===== src/rtl/qos_egress_drain.sv =====
// ----------------------------------------------------------------------------
// qos_egress_drain
//
// Drains four upstream FIFOs into one downstream valid/ready stream. One word
// is moved per transaction: the FSM selects a non-empty FIFO, pulses its pop
// strobe, captures the word on the following cycle and holds it until the
// downstream accepts it. A per-FIFO transfer counter records completed
// transfers and can be read back through a small request port.
//
// Build option:
//   QOS_STRICT_PRIO_EN - when defined, arbitration is fixed priority (the
//                        lowest-index non-empty FIFO wins) and rr_ptr stays 0.
//                        When undefined, arbitration is round-robin.
//
// Ports:
//   clk                  rising-edge clock
//   reset                asynchronous active-high reset
//   init                 synchronous clear of counters, pointer and FSM
//   fifo_empty[3:0]      per-FIFO empty flags
//   fifo_dataout0..3     FIFO read data, valid one cycle after the pop
//   popBP0..3            one-cycle read strobe to each FIFO
//   out_data/out_valid   word offered downstream
//   out_ready            downstream accept
//   req/idx              counter read request and index (4..7 read as 0)
//   data/valid           counter read result, one cycle after req
//   idle_out             FSM idle and all FIFOs empty
// ----------------------------------------------------------------------------
module qos_egress_drain #(
  parameter int DATA_WIDTH = 12,
  parameter int CNT_WIDTH  = 5
) (
  input  logic                  clk,
  input  logic                  reset,
  input  logic                  init,
  input  logic [3:0]            fifo_empty,
  input  logic [DATA_WIDTH-1:0] fifo_dataout0,
  input  logic [DATA_WIDTH-1:0] fifo_dataout1,
  input  logic [DATA_WIDTH-1:0] fifo_dataout2,
  input  logic [DATA_WIDTH-1:0] fifo_dataout3,
  output logic                  popBP0,
  output logic                  popBP1,
  output logic                  popBP2,
  output logic                  popBP3,
  output logic [DATA_WIDTH-1:0] out_data,
  output logic                  out_valid,
  input  logic                  out_ready,
  input  logic                  req,
  input  logic [2:0]            idx,
  output logic [CNT_WIDTH-1:0]  data,
  output logic                  valid,
  output logic                  idle_out
);

  typedef enum logic [1:0] {
    IDLE = 2'd0,
    POP  = 2'd1,
    CAP  = 2'd2,
    HOLD = 2'd3
  } state_t;

  state_t                state;
  logic [1:0]            grant;
  logic [1:0]            rr_ptr;
  logic [1:0]            winner;
  logic [3:0]            pop;
  logic [CNT_WIDTH-1:0]  count [4];
  logic [DATA_WIDTH-1:0] sel_data;

  // Arbitration: pick the FIFO to serve from the empty flags seen in IDLE.
  // Only non-empty FIFOs can win, so a pop never targets an empty FIFO.
`ifdef QOS_STRICT_PRIO_EN
  always_comb begin
    winner = 2'd0;
    for (int i = 3; i >= 0; i--) begin
      if (!fifo_empty[i]) winner = 2'(i);
    end
  end
`else
  logic       found;
  logic [1:0] cand;

  always_comb begin
    winner = rr_ptr;
    found  = 1'b0;
    cand   = rr_ptr;
    for (int i = 0; i < 4; i++) begin
      cand = rr_ptr + 2'(i);
      if (!found && !fifo_empty[cand]) begin
        winner = cand;
        found  = 1'b1;
      end
    end
  end
`endif

  // Read-data mux for the granted FIFO; used in CAP, one cycle after the pop.
  always_comb begin
    case (grant)
      2'd0:    sel_data = fifo_dataout0;
      2'd1:    sel_data = fifo_dataout1;
      2'd2:    sel_data = fifo_dataout2;
      default: sel_data = fifo_dataout3;
    endcase
  end

  // Main FSM, counters and the counter read port. The read port samples the
  // counters before any coincident increment or init clear lands.
  always_ff @(posedge clk or posedge reset) begin
    if (reset) begin
      state     <= IDLE;
      grant     <= 2'd0;
      rr_ptr    <= 2'd0;
      pop       <= 4'b0000;
      out_data  <= '0;
      out_valid <= 1'b0;
      data      <= '0;
      valid     <= 1'b0;
      for (int k = 0; k < 4; k++) count[k] <= '0;
    end else begin
      valid <= req;
      data  <= (req && !idx[2]) ? count[idx[1:0]] : '0;

      if (init) begin
        // A pop already on the wire finishes on its own; dropping to IDLE
        // here means its word is never captured.
        state     <= IDLE;
        rr_ptr    <= 2'd0;
        pop       <= 4'b0000;
        out_data  <= '0;
        out_valid <= 1'b0;
        for (int k = 0; k < 4; k++) count[k] <= '0;
      end else begin
        case (state)
          IDLE: begin
            if (fifo_empty != 4'b1111) begin
              grant <= winner;
              pop   <= 4'b0001 << winner;
              state <= POP;
            end
          end
          POP: begin
            pop   <= 4'b0000;
            state <= CAP;
          end
          CAP: begin
            out_data  <= sel_data;
            out_valid <= 1'b1;
            state     <= HOLD;
          end
          HOLD: begin
            if (out_ready) begin
              out_valid    <= 1'b0;
              count[grant] <= count[grant] + 1'b1;
`ifdef QOS_STRICT_PRIO_EN
              rr_ptr       <= 2'd0;
`else
              rr_ptr       <= grant + 2'd1;
`endif
              state        <= IDLE;
            end
          end
          default: state <= IDLE;
        endcase
      end
    end
  end

  assign popBP0 = pop[0];
  assign popBP1 = pop[1];
  assign popBP2 = pop[2];
  assign popBP3 = pop[3];

  // Reset forces the FSM to IDLE asynchronously, so during reset this simply
  // tracks the empty flags.
  assign idle_out = (state == IDLE) && (fifo_empty == 4'b1111);

endmodule

===== config.mk =====
export PLATFORM = sky130hd
export DESIGN_NAME = qos_egress_drain
export DESIGN_NICKNAME = d
export VERILOG_FILES = /design/src/rtl/qos_egress_drain.sv
export SDC_FILE = /design/constraint.sdc
export NUM_CORES = 1
export LEC_CHECK = 0
export CAP_MARGIN = 15
export CORE_UTILIZATION = 30
export CTS_CLUSTER_DIAMETER = 100
export CTS_CLUSTER_SIZE = 8
export DETAILED_ROUTE_END_ITERATION = 10
export HOLD_SLACK_MARGIN = 0.03
export SYNTH_ARGS = -nofsm -noshare
export SYNTH_HDL_FRONTEND = slang
export SYNTH_SLANG_ARGS = --single-unit
export TNS_END_PERCENT = 1

===== constraint.sdc =====
create_clock -name clk -period 2.3 [get_ports clk]
set_input_delay 0.46 -clock clk [delete_from_list [all_inputs] [get_ports clk]]
set_output_delay 0.46 -clock clk [all_outputs]
set_load 0.01 [all_outputs]

; Yosys cells after proc, flatten, opt, wreduce, memory -nomap -nowiden
; Cells that the tools add are included.
[classes]
add_sub_neg = 5
magnitude_cmp = 7
n_eq_ne = 9
shifts = 1
n_mux = 43
bitwise_logic = 3
reduce_logical = 24
[ops]
columns = op, n
row1 = two-way mux 20 bit, 3
row2 = case mux 12 bit (3 select lines), 1
row3 = two-way mux 5 bit, 6
row4 = two-way mux 12 bit, 2
row5 = binary-select mux 5 bit (select 2 bit), 2
row6 = bitwise mux 20 bit, 1
row7 = two-way mux 2 bit, 9
row8 = < comparator 2 x 3 -> 1 bit (second input constant), 4
row9 = demux 5 bit (select 2 bit), 1
row10 = two-way mux 1 bit, 9
row11 = binary-select mux 1 bit (select 2 bit), 4
row12 = two-way mux 4 bit, 2
row13 = case mux 2 bit (4 select lines), 1
row14 = case mux 4 bit (2 select lines), 1
row15 = AND reduction 2 bit, 4
row16 = equality test 2 bit (second input constant), 3
row17 = greater-or-equal comparator 3 bit (second input constant), 2
row18 = logical AND 1 bit, 6
row19 = logical NOT 1 bit, 6
row20 = != test 3 bit (second input constant), 2
row21 = inverter 2 -> 3 bit, 2
row22 = nonzero test 2 bit, 3
row23 = nonzero test 3 bit, 2
row24 = adder 5 x 1 -> 5 bit (second input constant), 1
row25 = other kinds (11), 15
[word_totals]
regBits = 49
inputBits = 60
output_inout_bits = 24
word_cells = 104

; Longest topological paths before layout
; Gate-level depths: netlist of the first run.
[depth]
word_depth = 16
mapped_depth = 8
mapped_depth_nobuf = 6

; Worst setup path after synthesis of the first run
; No wires, ideal clock.
[synth_timing]
path_kind = reg2reg
from = register grant[0]
to = register count[2] in the netlist's numbering
setup_ns = 0.142
arrival_time_ns = 1.672
required_ns = 2.158
slack_ns = 0.486
path_stages_with_launch = 6
period_less_slack_ns = 1.814
path_cell_list = dfrtp_1 -> buf_6 -> mux4_2 -> ha_1 -> xnor2_1 -> a211oi_1
[synth_via]
elab_chain_len = 9
elab_cells_between_ends = 14
[synth_rtl]
columns = item, line_no
row1 = "start, declared", 62  ; logic [1:0] grant;
row2 = "start signal, assigned", 136  ; grant <= winner;
row3 = inverter 2 -> 3 bit (not written as such) (*), 153  ; count[grant] <= count[grant] + 1'b1;
row4 = "binary-select mux 5 bit (select 2 bit), or another cell as far along", 153
row5 = two-way mux 5 bit (not written as such) or logical AND 1 bit (tied branches), 153
row6 = two-way mux 5 bit (not written as such), 153
row7 = adder 5 x 1 -> 5 bit or demux 5 bit (select 2 bit) (tied branches), 153
row8 = bitwise mux 20 bit (*), 153
row9 = two-way mux 20 bit (*), 151  ; if (out_ready) begin
row10 = two-way mux 20 bit (*), 133  ; case (state)
row11 = two-way mux 20 bit (*), 123  ; if (init) begin
row12 = "end signal, assigned by index", 153
row13 = "end, declared", 66  ; logic [CNT_WIDTH-1:0] count [4];
; Mark *: on every way between the ends. The rest lies on a longest branch, timed or not. The select of a mux whose other input is x is not followed.
; A chain may end at the register's enable or synchronous reset.

; Worst setup path in the final report of the first run
[layout_timing]
from = register grant[0]
to = register count[6] in the netlist's numbering
; The elaborated chain is that of the path after synthesis.

==> metrics.md, run 1 <==
| Metric | Value |
|---|---|
| DIE AREA | 0.009363 mm2 |
| Cts hold-fix bufs | 0 |
| Vias in the first global route | 2355 |
| Crit-path cells | inv_1 > ha_1 > and3_1 > mux2i_1 > nor2_1 |
| Simple-gate share of the synthesized area | 0.1338 |
| Num CTS Buffers | 5 |
| Worst skew pair latency | 0.29 ns |
| Site Rows | 34 |
| Number of setup violations in the final report | 0 |
| Worst r2r path cells | 5 |
| Count of state elements after synthesis | 49 |
| Hold-critical path depth | 1 |
| Syn avg cell area | 10.61 um2 |
| Die width | 96.76 um |
| Largest family of logic cells by synthesized area | compound AO/OA/AOI/OAI gates |
| Tightest Pin Transition | 0.4731 ns |
| CP startpoint kind | flop |
| Status | complete, no violations |
| RR Endpoint | count[6]$_DFFE_PP0P_ |
| Initial antenna violation count | 0 |
| Total Routing Usage GR | 0.1522 |
| CP max stage delay | 0.48 ns |
| Dpl hpwl | 5103 um |
| Final design utilization | 0.4359 |
| DR WL/cell | 15.25 um |
| Max_slew headroom | 0.6846 |
| Fraction of layout cells with a size suffix above 1 | 0.1137 |
| Largest net degree at the start of global routing | 50 |
| Sink Count | 49 |
| Grt ovf | 0 |
| Share of flip-flops with an asynchronous set or reset | 1.000 |
| Post-Synthesis Cells | 254 |
| Worst R2R Setup Slack | 0.35 ns |
| Antenna diodes | 0 |
| Hold Crit Class | reg -> reg |
| CTS root buf | clkbuf_8 |
| Total power draw | 2.225 mW |
| Die Height | 96.76 um |
| Mapped Area | 0.002694 mm2 |
| RSZ-0062 raised after global routing | false |
| LEAKAGE | 1.540 nW |
| Setup crit end kind | flop |
| Period utilization | 0.8486 |
| DP Area | 0.003697 mm2 |
| Max_cap viols | 0 |
| Syn-to-layout area delta | 41.11% |
| Worst Hold End | pop[3]$_DFFE_PP0P_ |
| Compound-cell area share of the yosys netlist | 0.1551 |
| Most common cell after layout, fill and taps aside | clkdlybuf4s50_1 |
| Placer congestion estimate | 0.8100 |
| Arrival time worst endpoint | 2.12 ns |
| CTS tree | built |
| Net Count, Synth | 323 |
| Cell area after layout | 0.003801 mm2 |
| Via count | 2258 |
| Reg clk slew, reported paths | 0.08 ns |
| H-tree depth | 2 |
| Mux cell area share after synthesis | 0.1547 |
| Xor and xnor fraction of the mapped netlist area | 0.01858 |
| Power Dens Cells | 585.5 mW/mm2 |
| Fmax | 512.4 MHz |
| I/O pin total | 84 |
| Initial drt markers | 185 |
| RR Startpoint | grant[0]$_DFFE_PP0P_ |
| Final setup TNS | 0 ns |
| Starting Density | 0.3089 |
| WP data required | 2.46 ns |
| Slew Viols, Final | 0 |
| Final WL | 6879 um |
| Antenna-violating nets left | 0 |
| Worst Hold Launch | pop[3]$_DFFE_PP0P_ |
| First-pass GRT wire length | 11670 um |
| VDD IR max | 0.3711 mV |
| Slowest-stage cell, CP | dfrtp_1 |
| Setup CP Type | reg -> reg |
| Final worst path period need | 1.952 ns |
| Top_reg_cell synth | dfrtp_1 |
| IO buf count | 83 |
| Critical Path Source | grant[0]$_DFFE_PP0P_ |
| Pre-Repair DR Iteration Count | 7 |
| Vias per inst | 5.007 |
| Final nets | 411 |
| Hold Vio Cnt, Final | 0 |
| Most frequent cells in the layout | 82 x clkdlybuf4s50_1, 49 x dfrtp_1, 37 x nor2_1 |
| CP max FO | 13 |
| Worst Skew | 0.01070 ns |
| Synth Warn # | 0 |
| WHS | 0.5022 ns |
| Post-synth EDFFs | 0 |
| Synth unique cells | 34 |
| Post-Synth Adder-Cell Area | 0.04180 |
| Core ar. | 0.008721 mm2 |
| Post-route DRC | 0 |
| Max clock buf depth | 2 |
| Register area share after synthesis | 0.4552 |
worst max-delay path by stage:
stage	to	depth (start not counted)
final	count[6]$_DFFE_PP0P_	5
after global routing	count[9]$_DFFE_PP0P_	5
after CTS	idle_out	5
after detailed placement	idle_out	4
after global placement	idle_out	4
after floorplan	count[2]$_DFFE_PP0P_	5
routing by layer:
metal  global-route usage  share of wire  vias up  wire, um
li1                     -              -     1102         -
met1               0.2016           0.45     1096      3098
met2               0.2573           0.50       54      3426
met3              0.03035          0.039        6       269
met4              0.03330          0.012        0        85
met5                    0              0        -         0
critical path, delay by kind of cell (launching register included):
family | cells | cell delay, ns
AND/OR/NAND/NOR | 2 | 0.51
multiplexers | 1 | 0.24
flip-flops | 1 | 0.48
buffers and inverters | 1 | 0.14
adder cells (fa/ha/maj) | 1 | 0.46
per-stage QoR:
step                      setup slack (ns)  cells
final                               0.3483    451
after global routing                0.1494    451
after CTS                          0.07251    449
after detailed placement           0.09713    441
after global placement              0.1244    441
after floorplan                     0.4863    254
what timing repair did:
action	4_1_cts	5_1_grt
buffers inserted	0	2
resized for setup	0	2
hold endpoints to repair	0	0
setup endpoints to repair	0	1
flip-flops by register name, summed over array words and instances, names as in the netlist:
name,count
out_data,12
data,5
count,20
grant,2
pop,4
rr_ptr,2
state,2
valid,1
out_valid,1
cell usage after synthesis, types with 2 or more instances:
library cell | instances | area [um2]
dfrtp_1 | 49 | 1226
nor2_1 | 37 | 138.9
nand2_1 | 19 | 71.32
mux2i_1 | 18 | 180.2
o21ai_0 | 17 | 85.08
a211oi_1 | 16 | 120.1
clkbuf_1 | 13 | 48.80
a222oi_1 | 12 | 120.1
inv_1 | 10 | 37.54
mux4_2 | 10 | 225.2
ha_1 | 9 | 112.6
nor2b_1 | 8 | 50.05
and3_1 | 4 | 25.02
a21oi_1 | 3 | 15.01
a32o_1 | 2 | 20.02
buf_1 | 2 | 7.510
nand2b_1 | 2 | 12.51
nand3_1 | 2 | 10.01
nand3_2 | 2 | 20.02
nand3b_1 | 2 | 15.01
o32ai_1 | 2 | 17.52
xnor2_1 | 2 | 17.52
xor2_2 | 2 | 32.53
cells by family (layout without fill, tap and decap cells):
family	after synthesis	after routing
simple gates	79	79
xor+xnor	4	4
compound gates	57	57
buf+inv	27	116
flops	49	49
fa+ha+maj	9	9
mux	29	29
power by group:
group	total [mW]	internal [mW]	switching, mW	leakage (nW)
Combinational	0.770	0.400	0.371	0.828
Clock	0.489	0.216	0.273	0.0385
Sequential	0.967	0.917	0.0492	0.674
final cells by class:
cell class | count | area, um2
sequential | 49 | 1226
clock inverter | 1 | 7.507
tap | 108 | 135.1
timing repair buffer | 98 | 958.4
clock buffer | 7 | 76.32
multi-input combinational | 178 | 1360
inverter | 10 | 37.54
fill | 810 | 4920
Note: power is estimated with default switching activity, not from simulation.
==> inputs of run 2 (changes only) <==
clock period = 1.6 ns   (was 2.3 ns; I/O delays follow)
==> run 2 against run 1 <==
The run now ends with negative setup slack left. Flip-flop and latch count unchanged. Critical path type unchanged. Largest cell class unchanged. Critical path depth is the same. Non-clock buffer count rose by 28.
==> metrics.md, run 2 (synthesis gave the netlist of run 1 again) <==
| Metric | Value |
|---|---|
| Status | finished with violations (was complete, no violations) |
| Failing checks | negative setup slack |
| Worst Skew | 0.009491 ns (was 0.01070 ns) |
| CP startpoint kind | flop (unchanged) |
| Via count | 2449 (was 2258) |
| Dpl cells | 471 (was 441) |
| DIE AREA | 0.009363 mm2 (unchanged) |
| Grt ovf | 0 (unchanged) |
| Vias per inst | 5.113 (was 5.007) |
| DR WL/cell | 15.28 um (was 15.25 um) |
| Most common cell after layout, fill and taps aside | clkdlybuf4s50_1 (unchanged) |
| Fmax | 563.9 MHz (was 512.4 MHz) |
| Arrival time worst endpoint | 1.95 ns (was 2.12 ns) |
| Number of setup violations in the final report | 28 (was 0) |
| Largest register FFs | 20 (unchanged) |
| Setup CP Type | reg -> reg (unchanged) |
| Total power draw | 3.825 mW (was 2.225 mW) |
| LEAKAGE | 1.723 nW (was 1.540 nW) |
| Antenna diodes | 0 (unchanged) |
| Worst skew pair latency | 0.30 ns (was 0.29 ns) |
| Clock power share | 0.271 (was 0.220) |
| Hold Crit Class | in -> async (was reg -> reg) |
| Starting Density | 0.3089 (unchanged) |
| Initial drt markers | 138 (was 185) |
| Max clock buf depth | 2 (unchanged) |
| Register share of total power | 0.362 (was 0.434) |
| Worst setup margin | -0.1734 ns (was 0.3483 ns) |
| Final nets | 439 (was 411) |
| First-pass GRT wire length | 12170 um (was 11670 um) |
| IO buf count | 83 (unchanged) |
| Num CTS Buffers | 5 (unchanged) |
| Max_cap viols | 0 (unchanged) |
| Switching Power | 1.099 mW (was 0.6926 mW) |
| Largest Register | count (unchanged) |
| Max_slew headroom | 0.7051 (was 0.6846) |
| Most frequent cells in the layout | 82 x clkdlybuf4s50_1, 48 x dfrtp_1, 37 x nor2_1 (was 82 x clkdlybuf4s50_1, 49 x dfrtp_1, 37 x nor2_1) |
| H-tree depth | 2 (unchanged) |
| Core ar. | 0.008721 mm2 (unchanged) |
| Antenna-violating nets left | 0 (unchanged) |
| Final setup TNS | -2.332 ns (was 0 ns) |
| Slew Viols, Final | 0 (unchanged) |
| Post-route DRC | 0 (unchanged) |
| Final worst path period need | 1.773 ns (was 1.952 ns) |
| Worst R2R Setup Slack | -0.17 ns (was 0.35 ns) |
| Period utilization | 1.108 (was 0.8486) |
| Pre-Repair DR Iteration Count | 5 (was 7) |
| Setup crit end kind | flop (unchanged) |
| RR Startpoint | grant[0]$_DFFE_PP0P_ (unchanged) |
| RSZ-0062 raised after global routing | true (was false) |
| Placer congestion estimate | 0.7856 (was 0.8100) |
| Total Routing Usage GR | 0.1603 (was 0.1522) |
| Layout Cells excl Fill | 479 (was 451) |
| Final WL | 7317 um (was 6879 um) |
| Top flop regs | count (20), out_data (12), data (5) (unchanged) |
| Tightest Pin Transition | 0.4423 ns (was 0.4731 ns) |
| VDD IR max | 0.3526 mV (was 0.3711 mV) |
| Setup Buffers After CTS | 0 (unchanged) |
| Worst r2r path cells | 5 (unchanged) |
| Fraction of layout cells with a size suffix above 1 | 0.2318 (was 0.1137) |
| CTS tree | built (unchanged) |
| WP data required | 1.77 ns (was 2.46 ns) |
| Final design utilization | 0.4887 (was 0.4359) |
| Die width | 96.76 um (unchanged) |
| Syn-to-layout area delta | 58.20% (was 41.11%) |
| I/O pin total | 84 (unchanged) |
| RR Endpoint | count[9]$_DFFE_PP0P_ (was count[6]$_DFFE_PP0P_) |
| Sink Count | 49 (unchanged) |
| Vias in the first global route | 2484 (was 2355) |
| Power Dens Cells | 897.5 mW/mm2 (was 585.5 mW/mm2) |
| Die Height | 96.76 um (unchanged) |
| Reg clk slew, reported paths | 0.09 ns (was 0.08 ns) |
| Site Rows | 34 (unchanged) |
| Sw Ratio | 0.2872 (was 0.3112) |
| Dpl hpwl | 5379 um (was 5103 um) |
| Combinational group share of total power | 0.366 (was 0.346) |
| Initial antenna violation count | 0 (unchanged) |
| CP max FO | 6 (was 13) |
| Hold Vio Cnt, Final | 0 (unchanged) |
| Layout fillers | 806 (was 810) |
| Cell internal pwr | 2.726 mW (was 1.533 mW) |
| CTS root buf | clkbuf_8 (unchanged) |
| Largest net degree at the start of global routing | 50 (unchanged) |
## run 2: changes by cell type in the layout (fill, tap and decap cells not counted), sizes merged
cell,delta
clkinv,+1
dlymetal6s2s,-1
clkinvlp,-1
clkbuf,-2
bufinv,+2
buf,+29
## run 2: layout make-up
type,count,area (um2),area share
flip-flops and latches,49,1227,0.2880
inverters,10,37.54,0.008808
repair buffers,126,1219,0.2860
well taps,108,135.1,0.03171
multi-input cells,178,1509,0.3541
clock inverters,3,65.06,0.01527
clock buffers,5,68.82,0.01615
## run 2: critical path, cell delays in order, from the launching register on
cell      delay [ns]
dfrtp_2         0.46
buf_6           0.14
mux4_2          0.59
nand3_4         0.14
xor2_4          0.21
a211oi_1        0.10
## run 2: per-stage QoR
step | hold WS (ns) | worst slack, ns | cell area [um2]
after CTS | 0.3848 | -0.1585 | 4204
after global routing | 0.3916 | -0.2547 | 4262
after global placement | 0.4916 | -0.2731 | 3993
after floorplan | 0.3514 | -0.1655 | 2714
after detailed placement | 0.4991 | -0.2880 | 3993
final | 0.3776 | -0.1734 | 4262
## run 2: how the worst max path moves through the flow
stage,from,end,slack (ns),depth (start not counted)
6_report,grant[0]$_DFFE_PP0P_,count[9]$_DFFE_PP0P_,-0.17,5
5_1_grt,grant[0]$_DFFE_PP0P_,count[14]$_DFFE_PP0P_,-0.25,5
4_1_cts,grant[0]$_DFFE_PP0P_,count[19]$_DFFE_PP0P_,-0.16,5
3_5_place_dp,fifo_empty[0],idle_out,-0.29,4
3_3_place_gp,fifo_empty[0],idle_out,-0.27,4
2_1_floorplan,grant[0]$_DFFE_PP0P_,count[4]$_DFFE_PP0P_,-0.17,6
## run 2: what timing repair did
action                                  4_1_cts  5_1_grt
pin swaps                                     4        6
hold buffers                                  0        0
hold endpoints to repair                      0        0
resized for setup                            29       13
endpoints found under the setup margin       33       36
## run 2: power groups by stage
stage          Combinational [mW]  Sequential, mW  Clock, mW
5_1_grt                      1.52            1.40       1.12
3_3_place_gp                 1.26            1.40          0
3_5_place_dp                 1.28            1.40          0
4_1_cts                      1.34            1.39       1.07
6_report                     1.40            1.39       1.04
2_1_floorplan               0.643            1.42          0
## run 2: layer usage
layer / wire (um) / up-vias / GRT usage
li1: - / 1165 / -
met1: 3229 / 1212 / 0.2036
met2: 3668 / 68 / 0.2736
met3: 380 / 4 / 0.04118
met4: 39 / 0 / 0.03674
met5: 0 / - / 0
==> inputs of run 3 (changes only) <==
CORE_UTILIZATION = 42   (was 30)
PLACE_DENSITY = 0.76   (was unset)
RECOVER_POWER = 100   (was unset)
TNS_END_PERCENT = 30   (was 1)
==> run 3 against run 2 <==
The flow still finishes with violations (negative setup slack). Non-clock buffer count is 1 higher. Die area is 28% lower. Global-route usage is 7.7 points higher. Critical path type unchanged. Power is 6.5% lower. Flip-flop and latch count stayed put. Largest power group is now sequential cells. Hold slack better by 0.12 ns. Clock power is 23% lower.
==> metrics.md, run 3 (synthesis gave the netlist of run 1 again) <==
| Metric | Value |
|---|---|
| Status | finished with violations (unchanged) |
| Failing checks | negative setup slack (unchanged) |
| RSZ-0062 raised after global routing | true (unchanged) |
| Initial drt markers | 165 (was 138) |
| CP max stage delay | 0.58 ns (was 0.59 ns) |
| Critical path's top delay family | multiplexers (unchanged) |
| Sink Count | 49 (unchanged) |
| Arrival time worst endpoint | 1.99 ns (was 1.95 ns) |
| Via count | 2455 (was 2449) |
| Max clock buf depth | 2 (unchanged) |
| Final WL | 7300 um (was 7317 um) |
| Max_slew headroom | 0.2668 (was 0.7051) |
| CP max FO | 7 (was 6) |
| LEAKAGE | 1.701 nW (was 1.723 nW) |
| Largest Register | count (unchanged) |
| Die width | 82.09 um (was 96.76 um) |
| Worst Skew | 0.007755 ns (was 0.009491 ns) |
| H-tree depth | 2 (unchanged) |
| Post-route DRC | 0 (unchanged) |
| Syn-to-layout area delta | 54.44% (was 58.20%) |
| First-pass GRT wire length | 11990 um (was 12170 um) |
| Placer congestion estimate | 0.8072 (was 0.7856) |
| Final design utilization | 0.6864 (was 0.4887) |
| DR WL/cell | 16.33 um (was 15.28 um) |
| Setup crit end kind | flop (unchanged) |
| CTS root buf | clkbuf_8 (unchanged) |
| IO buf count | 83 (unchanged) |
| Initial antenna violation count | 0 (unchanged) |
| Fmax | 556.5 MHz (was 563.9 MHz) |
| Period utilization | 1.123 (was 1.108) |
| Tightest Pin Transition | 1.100 ns (was 0.4423 ns) |
| Max_cap viols | 0 (unchanged) |
| Dpl hpwl | 5442 um (was 5379 um) |
| Final setup TNS | -2.708 ns (was -2.332 ns) |
| Most common cell after layout, fill and taps aside | clkdlybuf4s50_1 (unchanged) |
| Die Height | 82.09 um (was 96.76 um) |
| Worst Path Buf+Inv | 1 (unchanged) |
| Largest net degree at the start of global routing | 50 (unchanged) |
| Grt ovf | 0 (unchanged) |
| Crit-path cells | mux4_2 > buf_4 > nand3_2 > xor2_4 > a211oi_1 (was buf_6 > mux4_2 > nand3_4 > xor2_4 > a211oi_1) |
| Num CTS Buffers | 5 (unchanged) |
| CP startpoint kind | flop (unchanged) |
| I/O pin total | 84 (unchanged) |
| Final nets | 440 (was 439) |
| Slowest-stage cell, CP | mux4_2 (unchanged) |
| DIE AREA | 0.006738 mm2 (was 0.009363 mm2) |
| Cell area after layout | 0.004160 mm2 (was 0.004262 mm2) |
| CTS tree | built (unchanged) |
| Number of setup violations in the final report | 28 (unchanged) |
| Setup CP Type | reg -> reg (unchanged) |
| Total Routing Usage GR | 0.2376 (was 0.1603) |
| Largest register FFs | 20 (unchanged) |
| Pre-Repair DR Iteration Count | 7 (was 5) |
| Worst setup margin | -0.1968 ns (was -0.1734 ns) |
| Vias in the first global route | 2552 (was 2484) |
| Core ar. | 0.006061 mm2 (was 0.008721 mm2) |
| Vias per inst | 5.492 (was 5.113) |
| Fraction of layout cells with a size suffix above 1 | 0.2339 (was 0.2318) |
| Starting Density | 0.4445 (was 0.3089) |
| VDD IR max | 0.5191 mV (was 0.3526 mV) |
| Slew Viols, Final | 0 (unchanged) |
| WP data required | 1.79 ns (was 1.77 ns) |
| Antenna diodes | 0 (unchanged) |
| Antenna-violating nets left | 0 (unchanged) |
| DP Area | 0.003951 mm2 (was 0.003993 mm2) |
| Final worst path period need | 1.797 ns (was 1.773 ns) |
| Power Dens Cells | 859.2 mW/mm2 (was 897.5 mW/mm2) |
| Hold Vio Cnt, Final | 0 (unchanged) |
| Reg clk slew, reported paths | 0.09 ns (about the same) |
| Top flop regs | count (20), out_data (12), data (5) (unchanged) |
| Hold Crit Class | reg -> reg (was in -> async) |
| Site Rows | 28 (was 34) |
| Most frequent cells in the layout | 81 x clkdlybuf4s50_1, 48 x dfrtp_1, 37 x nor2_1 (was 82 x clkdlybuf4s50_1, 48 x dfrtp_1, 37 x nor2_1) |
| Worst skew pair latency | 0.31 ns (was 0.30 ns) |
-- run 3: area by class of cell --
class / count / area (um2)
tap: 75 / 93.84
inverter: 10 / 40.04
multi-input combinational: 178 / 1488
timing repair buffer: 127 / 1210
fill: 470 / 1901
clock inverter: 1 / 5.005
clock buffer: 7 / 96.34
sequential: 49 / 1227
-- run 3: power breakdown --
part / internal (mW) / switching (mW) / total [mW] / leakage [nW]
clock network: 0.391 / 0.413 / 0.804 / 0.0542
logic: 0.762 / 0.611 / 1.37 / 0.974
registers: 1.32 / 0.0770 / 1.40 / 0.673
-- run 3: metal layers --
layer | vias up | global-route usage | wire length (um)
met5 | - | 0 | 0
met2 | 73 | 0.4174 | 3765
li1 | 1162 | - | -
met4 | 0 | 0.09825 | 185
met1 | 1201 | 0.2917 | 3068
met3 | 19 | 0.03111 | 281
-- run 3: worst paths after layout --
path | start | end | slack, ns | depth (start not counted)
max | grant[0]$_DFFE_PP0P_ | count[3]$_DFFE_PP0P_ | -0.20 | 5
min | pop[3]$_DFFE_PP0P_ | pop[3]$_DFFE_PP0P_ | 0.50 | 1
max reg2reg | grant[0]$_DFFE_PP0P_ | count[3]$_DFFE_PP0P_ | -0.20 | 5
min reg2reg | pop[3]$_DFFE_PP0P_ | pop[3]$_DFFE_PP0P_ | 0.50 | 1
max in group asynchronous | reset | grant[0]$_DFFE_PP0P_ | 0.17 | 3
min in group asynchronous | reset | out_data[5]$_DFFE_PP0P_ | 0.66 | 3
-- run 3: through the flow --
stage               hold WS, ns  instances  setup WS, ns  power (mW)
global placement         0.4891        438       -0.2772       2.641
finish                   0.5009        447       -0.1968       3.574
global route             0.5361        447       -0.2762       3.784
floorplan                0.3514        254       -0.1649       2.059
CTS                      0.3792        447       -0.1932       3.578
detailed placement       0.4863        438       -0.3629       2.677
-- run 3: repair_timing --
action | 4_1_cts | 5_1_grt
hold buffers | 0 | 0
setup buffers | 2 | 0
endpoints found under the setup margin | 33 | 36
gates resized for setup | 33 | 12
pin swaps | 8 | 3
